===== src/rtl/mem_stage_lsu.sv =====
// rtl/mem_stage_lsu.sv - RV32I MEM-stage load/store unit with req/gnt/rvalid data-memory port
// Optional build macro MISALIGN_TRAP_EN: misaligned LH/LHU/SH/LW/SW complete at once with a
// misalign pulse instead of being issued to memory.
module mem_stage_lsu #(
    parameter int unsigned TIMEOUT_CYC = 255
) (
    input  logic        clk,
    input  logic        rst,
    input  logic        m_valid,
    input  logic        m_read,
    input  logic        m_write,
    input  logic [2:0]  m_funct3,
    input  logic [31:0] m_addr,
    input  logic [31:0] m_wdata,
    output logic        stall,
    output logic [31:0] ld_data,
    output logic        bus_err,
    output logic        misalign,
    output logic        dm_req,
    output logic        dm_we,
    output logic [31:0] dm_addr,
    output logic [3:0]  dm_be,
    output logic [31:0] dm_wdata,
    input  logic        dm_gnt,
    input  logic        dm_rvalid,
    input  logic [31:0] dm_rdata
);

    typedef enum logic [1:0] {
        S_IDLE = 2'd0,
        S_REQ  = 2'd1,
        S_WAIT = 2'd2,
        S_DONE = 2'd3
    } state_t;

    // Last REQ/WAIT cycle index before the access is abandoned.
    localparam logic [7:0] CNT_LAST = 8'(TIMEOUT_CYC - 1);

    state_t      state_q;
    logic        dm_req_q;
    logic        dm_we_q;
    logic [31:0] dm_addr_q;
    logic [3:0]  dm_be_q;
    logic [31:0] dm_wdata_q;
    logic [31:0] ld_data_q;
    logic        bus_err_q;
    logic        misalign_q;
    logic [7:0]  cnt_q;
    logic [2:0]  funct3_q;
    logic [1:0]  addr_lo_q;

    logic        mem_op;
    logic        cnt_hit;
    logic        mis_c;
    logic [3:0]  be_c;
    logic [31:0] wdata_c;
    logic [7:0]  rd_byte;
    logic [15:0] rd_half;
    logic [31:0] ld_ext;

    assign mem_op  = m_valid & (m_read | m_write);
    assign stall   = mem_op & (state_q != S_DONE);
    assign cnt_hit = (cnt_q == CNT_LAST);

    assign dm_req   = dm_req_q;
    assign dm_we    = dm_we_q;
    assign dm_addr  = dm_addr_q;
    assign dm_be    = dm_be_q;
    assign dm_wdata = dm_wdata_q;
    assign ld_data  = ld_data_q;
    assign bus_err  = bus_err_q;
    assign misalign = misalign_q;

    // Misalignment detection for the incoming access (only meaningful when trapping).
    always_comb begin
        mis_c = 1'b0;
`ifdef MISALIGN_TRAP_EN
        if (m_funct3[1:0] == 2'b01 && m_addr[0])
            mis_c = 1'b1;
        else if (m_funct3 == 3'b010 && m_addr[1:0] != 2'b00)
            mis_c = 1'b1;
`endif
    end

    // Store byte enables and lane-replicated store data; loads drive no enables.
    always_comb begin
        be_c    = 4'b0000;
        wdata_c = 32'h0;
        if (m_write) begin
            case (m_funct3[1:0])
                2'b00: begin
                    be_c    = 4'b0001 << m_addr[1:0];
                    wdata_c = {4{m_wdata[7:0]}};
                end
                2'b01: begin
                    // A halfword at byte 3 only keeps the byte that still fits in the word.
                    be_c    = (m_addr[1:0] == 2'b11) ? 4'b1000 : (4'b0011 << {m_addr[1], 1'b0});
                    wdata_c = {2{m_wdata[15:0]}};
                end
                default: begin
                    be_c    = 4'b1111;
                    wdata_c = m_wdata;
                end
            endcase
        end
    end

    // Lane selection and sign/zero extension of the returned word.
    always_comb begin
        case (addr_lo_q)
            2'b00:   rd_byte = dm_rdata[7:0];
            2'b01:   rd_byte = dm_rdata[15:8];
            2'b10:   rd_byte = dm_rdata[23:16];
            default: rd_byte = dm_rdata[31:24];
        endcase
        rd_half = addr_lo_q[1] ? dm_rdata[31:16] : dm_rdata[15:0];
        case (funct3_q)
            3'b000:  ld_ext = {{24{rd_byte[7]}}, rd_byte};
            3'b001:  ld_ext = {{16{rd_half[15]}}, rd_half};
            3'b100:  ld_ext = {24'h0, rd_byte};
            3'b101:  ld_ext = {16'h0, rd_half};
            default: ld_ext = dm_rdata;
        endcase
    end

    // Access sequencer: accept, request, wait for data, report completion for one cycle.
    always_ff @(posedge clk or negedge rst) begin
        if (!rst) begin
            state_q    <= S_IDLE;
            dm_req_q   <= 1'b0;
            dm_we_q    <= 1'b0;
            dm_addr_q  <= 32'h0;
            dm_be_q    <= 4'b0000;
            dm_wdata_q <= 32'h0;
            ld_data_q  <= 32'h0;
            bus_err_q  <= 1'b0;
            misalign_q <= 1'b0;
            cnt_q      <= 8'd0;
            funct3_q   <= 3'b000;
            addr_lo_q  <= 2'b00;
        end else begin
            bus_err_q  <= 1'b0;
            misalign_q <= 1'b0;
            case (state_q)
                S_IDLE: begin
                    if (mem_op) begin
                        dm_we_q    <= m_write;
                        funct3_q   <= m_funct3;
                        addr_lo_q  <= m_addr[1:0];
                        dm_addr_q  <= {m_addr[31:2], 2'b00};
                        dm_be_q    <= be_c;
                        dm_wdata_q <= wdata_c;
                        cnt_q      <= 8'd0;
                        if (mis_c) begin
                            state_q    <= S_DONE;
                            misalign_q <= 1'b1;
                            ld_data_q  <= 32'h0;
                        end else begin
                            state_q  <= S_REQ;
                            dm_req_q <= 1'b1;
                        end
                    end
                end
                S_REQ: begin
                    cnt_q <= cnt_q + 8'd1;
                    if (dm_gnt && dm_we_q) begin
                        dm_req_q <= 1'b0;
                        state_q  <= S_DONE;
                    end else if (cnt_hit) begin
                        // A load granted in its last allowed cycle can no longer finish in time.
                        dm_req_q  <= 1'b0;
                        state_q   <= S_DONE;
                        bus_err_q <= 1'b1;
                        ld_data_q <= 32'h0;
                    end else if (dm_gnt) begin
                        dm_req_q <= 1'b0;
                        state_q  <= S_WAIT;
                    end
                end
                S_WAIT: begin
                    cnt_q <= cnt_q + 8'd1;
                    if (dm_rvalid) begin
                        ld_data_q <= ld_ext;
                        state_q   <= S_DONE;
                    end else if (cnt_hit) begin
                        state_q   <= S_DONE;
                        bus_err_q <= 1'b1;
                        ld_data_q <= 32'h0;
                    end
                end
                default: begin
                    state_q <= S_IDLE;
                end
            endcase
        end
    end

endmodule


===== config.mk =====
export PLATFORM = sky130hd
export DESIGN_NAME = mem_stage_lsu
export DESIGN_NICKNAME = d
export VERILOG_FILES = /design/src/rtl/mem_stage_lsu.sv
export SDC_FILE = /design/constraint.sdc
export NUM_CORES = 1
export LEC_CHECK = 0
export CAP_MARGIN = 25
export CORE_UTILIZATION = 46
export DETAILED_ROUTE_END_ITERATION = 10
export GPL_TIMING_DRIVEN = 0
export PLACE_DENSITY = 0.82
export SYNTH_ARGS = -nofsm -noshare
export SYNTH_HDL_FRONTEND = slang
export SYNTH_SLANG_ARGS = --single-unit

===== constraint.sdc =====
create_clock -name clk -period 5 [get_ports clk]
set_input_delay 1 -clock clk [delete_from_list [all_inputs] [get_ports clk]]
set_output_delay 1 -clock clk [all_outputs]
set_load 0.01 [all_outputs]

# [Yosys cells after proc, flatten, opt, wreduce, memory -nomap -nowiden]
# Cells that the tools add are included.
[word_totals] register_bits=116 input_bits=106 output_inout_bits=105 word_cells=76
[op_classes] addsub=1 eq_ne=15 n_shift=2 n_mux=30 n_bitwise=3 n_reduce_logical=14
[op_table] cell="32-bit 2-to-1 mux" count=4
[op_table] cell="32-bit case mux with 2 select lines" count=2
[op_table] cell="32-bit case mux with 4 select lines" count=1
[op_table] cell="8-bit case mux with 3 select lines" count=1
[op_table] cell="16-bit 2-to-1 mux" count=1
[op_table] cell="8-bit case mux with 2 select lines" count=1
[op_table] cell="2-bit 2-to-1 mux" count=6
[op_table] cell="8-bit by 1-bit adder with 8-bit output (second input constant)" count=1
[op_table] cell="8-bit equality test (second input constant)" count=1
[op_table] cell="4-bit 2-to-1 mux" count=2
[op_table] cell="8-bit 2-to-1 mux" count=1
[op_table] cell="4-bit case mux with 2 select lines" count=1
[op_table] cell="1-bit 2-to-1 mux" count=7
[op_table] cell="2-bit by 1-bit equality test with 1-bit output (second input constant)" count=3
[op_table] cell="2-bit equality test (second input constant)" count=3
[op_table] cell="3-bit equality test (second input constant)" count=2
[op_table] cell="2-bit logical NOT" count=3
[op_table] cell="2-bit != test (second input constant)" count=3
[op_table] cell="2-bit case mux with 3 select lines" count=1
[op_table] cell="2-bit AND reduction" count=3
[op_table] cell="3-bit AND reduction" count=2
[op_table] cell="2-bit nonzero test" count=3
[op_table] cell="4-bit != test (second input constant)" count=1
[op_table] cell="1-bit case mux with 2 select lines" count=2
[op_table] cell="other kinds (9)" count=10

# [Longest topological paths before layout]
[logic_depth] depth_word=5 depth_mapped=8 ltp_nobuf=6

# [Least setup slack after synthesis]
# OpenSTA, ideal clock, no wires.
[synth_path] path_kind="in2out" from="in m_write" to="out stall" t_arrival_ps=1306 required_ps=4000 setup_slack_ps=2694 path_stages=2 n_path_buf=0 path_cell_list="o21ai_1 nor2_1"
[synth_via] elab_chain_cells=3
[synth_rtl] item="start, declared" line="11" text="input logic m_write,"
[synth_rtl] item="1-bit bitwise OR" line="61" text="assign mem_op = m_valid & (m_read | m_write);"
[synth_rtl] item="1-bit AND" line="61"
[synth_rtl] item="1-bit AND" line="62" text="assign stall = mem_op & (state_q != S_DONE);"
[synth_rtl] item="end, declared" line="15" text="output logic stall,"
# No other way between the ends.

# [Worst setup path in the final report]
# Ends and elaborated chain as after synthesis.

==> impl_metrics.toml <==
[status]
status = "finished, final reports clean"

[worst_setup_path]
max_stage_delay_ns = 0.54
cp.arrival_ns = 2.31
crit_family = "buffers and inverters"
cp_cell_sequence = "clkdlybuf4s50_1 > o21ai_1 > nor2_1 > clkdlybuf4s50_1"
crit_path_end_kind = "output port"
critPathKind = "in2out"
critPathMaxFanout = 4
cp_data_required_time_ns = 4.00
path_buf_inv = 2
worstReg2RegStart = "state_q[1]"
critPathLaunch = "m_write"
cp_slowest_cell = "clkdlybuf4s50_1"
crit_path_start_kind = "input port"
cpMostUsedCell = "clkdlybuf4s50_1"

[sta]
hold_viol_final = 0
slew-limit-headroom_pct = 44.3
finalSetupViolations = 0
drv_slew = 0
whs_ns = 0.471
min_period_ns = 3.31
fin_crit_sh_pct = 66.3
skew_ns = 0.00883
grt_setup_unrepaired = "false"
worst_slew_pin_slew_ns = 0.814
fmax_mhz = 302
setup_tns_ns = 0

[synthesis]
synthArstFlopShare_pct = 100
ys_warn_count = 0
synth_area_leaders = "dfrtp_1, mux2_1, nand2_1"
synth_edf_count = 0
synth.largest_area_cell = "dfrtp_1"
ys_seq_area_share_pct = 49.6
synth-simple-area-share_pct = 12.9
ys_ff_latch = 116
synth_top_family_by_area = "compound AO/OA/AOI/OAI gates"
avgSynthCellArea_um2 = 10.7
netlist_instances = 548
syn_area_um2 = 5850
synth.top_cell.area_share_pct = 49.6
synth_ff_type = "dfrtp_1"
synthMuxAreaShare_pct = 11.9
synthAdderAreaFrac_pct = 1.28
synth_cell_types = 58
synth-compound-area-share_pct = 19.7
synth_xor_xnor_area_share_pct = 0

[pwr]
finalPower_mw = 5.38
power.density_nw_per_um2 = 616
p_leak_nw = 3.70
vdd_drop_max_mv = 0.250

[cells_and_area]
regArea_um2 = 2900
fill_cells = 943
multi_input_area_um2 = 2690
areaGrowthSynthToFinish_pct = 49.3
drive_gt1_share_pct = 10.4
layout_common_cells = "clkdlybuf4s50_1, dfrtp_1, nand2_1, mux2_1, o21ai_1"
antennaDiodeCount = 0
final_common_cell = "clkdlybuf4s50_1"
finalNetCount = 887

[detailed_routing]
drc = 0
firstDrtPassIters = 5
viasPerCell = 5.60
avgRoutedWirePerCell_um = 18.0
totalWireLength_mm = 17.2
antenna_left = 0
vias = 5355
drtIter0Drc = 431

[placed_design]
port-buffer-count = 205
gp_congestion = 0.893
hpwlAfterDp_mm = 12.9

[grt]
grt_max_degree = 73
antenna_found_initial = 0
grt_pass1_vias = 5451
grt_pass1_wl_mm = 27.4
grt.overflow.total = 0
grt_use_total_pct = 27.4

[clock_tree]
cts_hold_buf = 0
clk_pin_slew_worst_paths_ns = 0.05
cts_tree = "done"
cts-resized-gates = 0
cts_inserted_buffers = 17
cts_sinks = 116
cts.path.max_buffers = 2
clock_latency_ns = 0.40
clockRootBuffer = "clkbuf_16"
cts_setup_buffers = 0
htreeDepth = 4

[floorplan]
io_pins = 211
die_w_um = 115
start_util_pct = 47.9
die_area_um2 = 13200
rows = 40
die_h_um = 115
core_um2 = 12200

[min_path]
min_path_type = "reg2reg"
min-delay-start = "cnt_q[6]"

[job]
maxCapViolCount = 0
worst register-to-register path, delay by kind of cell (launching register included):
family,cells,cell delay (ns)
compound gates,2,0.96
fa+ha+maj,1,0.25
buf+inv,2,0.33
flops,1,0.37
simple gates,2,0.37
cells in the mapped netlist (7+ instances only):
| cell type | count |
|---|---|
| nand3_1 | 21 |
| a22o_1 | 25 |
| o2bb2ai_1 | 10 |
| nor2_1 | 11 |
| a221oi_2 | 8 |
| o21ai_0 | 10 |
| clkbuf_1 | 21 |
| mux2i_1 | 7 |
| a21oi_1 | 21 |
| nand2_1 | 77 |
| o31ai_1 | 20 |
| nor2b_1 | 23 |
| inv_1 | 9 |
| mux2_2 | 9 |
| mux2_1 | 43 |
| o21ai_1 | 34 |
| buf_2 | 11 |
| buf_4 | 7 |
| dfrtp_1 | 116 |
layer usage:
layer / part of all wire, % / vias up / track usage [%]
met5: 0 / - / 0
met4: 2.7 / 0 / 12.3
met3: 9.0 / 37 / 8.96
met2: 49 / 282 / 46.5
met1: 39 / 2587 / 31.6
li1: - / 2449 / -
state kept, by name, summed over array words and instances, names as in the netlist:
signal	count
dm_wdata	32
dm_req	1
bus_err	1
dm_we	1
state_q	2
cnt_q	8
ld_data	32
funct3_q	3
addr_lo_q	2
dm_addr	30
dm_be	4
metrics by stage:
| stage | std cells | instance area [um^2] | util [%] | setup slack (ns) |
|---|---|---|---|---|
| 4_1_cts | 956 | 8730 | 71.5 | 1.67 |
| 3_3_place_gp | 923 | 8120 | 66.5 | -1.39 |
| 6_report | 956 | 8730 | 71.5 | 1.69 |
| 2_1_floorplan | 550 | 5860 | - | 2.69 |
| 5_1_grt | 956 | 8730 | 71.5 | 1.63 |
| 3_5_place_dp | 924 | 8140 | 66.7 | 1.67 |
final timing paths:
kind | endpoint | slack (ns) | depth (start not counted)
max reg2reg | ld_data[0] | 2.66 | 7
max in group asynchronous | cnt_q[4] | 3.65 | 2
min reg2reg | cnt_q[6] | 0.47 | 1
max | stall | 1.69 | 4
min | cnt_q[6] | 0.47 | 1
min in group asynchronous | ld_data[2] | 0.59 | 1
where the power goes:
group / leakage [nW] / internal, mW / switching [mW]
logic: 1.96 / 1.33 / 1.23
clock network: 0.278 / 0.758 / 0.424
registers: 1.46 / 1.37 / 0.269
total: 3.70 / 3.46 / 1.92
cell families (layout without fill, tap and decap cells):
logic type,count (synthesis),count (layout)
AO/OA/AOI/OAI,154,154
flip-flops,116,116
buffers and inverters,55,293
AND/OR/NAND/NOR,155,155
adder cells (fa/ha/maj),6,6
other,1,3
multiplexers,61,61
final cells by class:
type	instances	area share, %
multi-input cells	379	30.8
well taps	168	2.41
plain buffers	45	2.58
repair buffers	206	23.8
flip-flops and latches	116	33.2
inverters	10	0.430
clock inverters	12	1.50
clock buffers	20	5.23
Power figures use the tool's default switching activity.
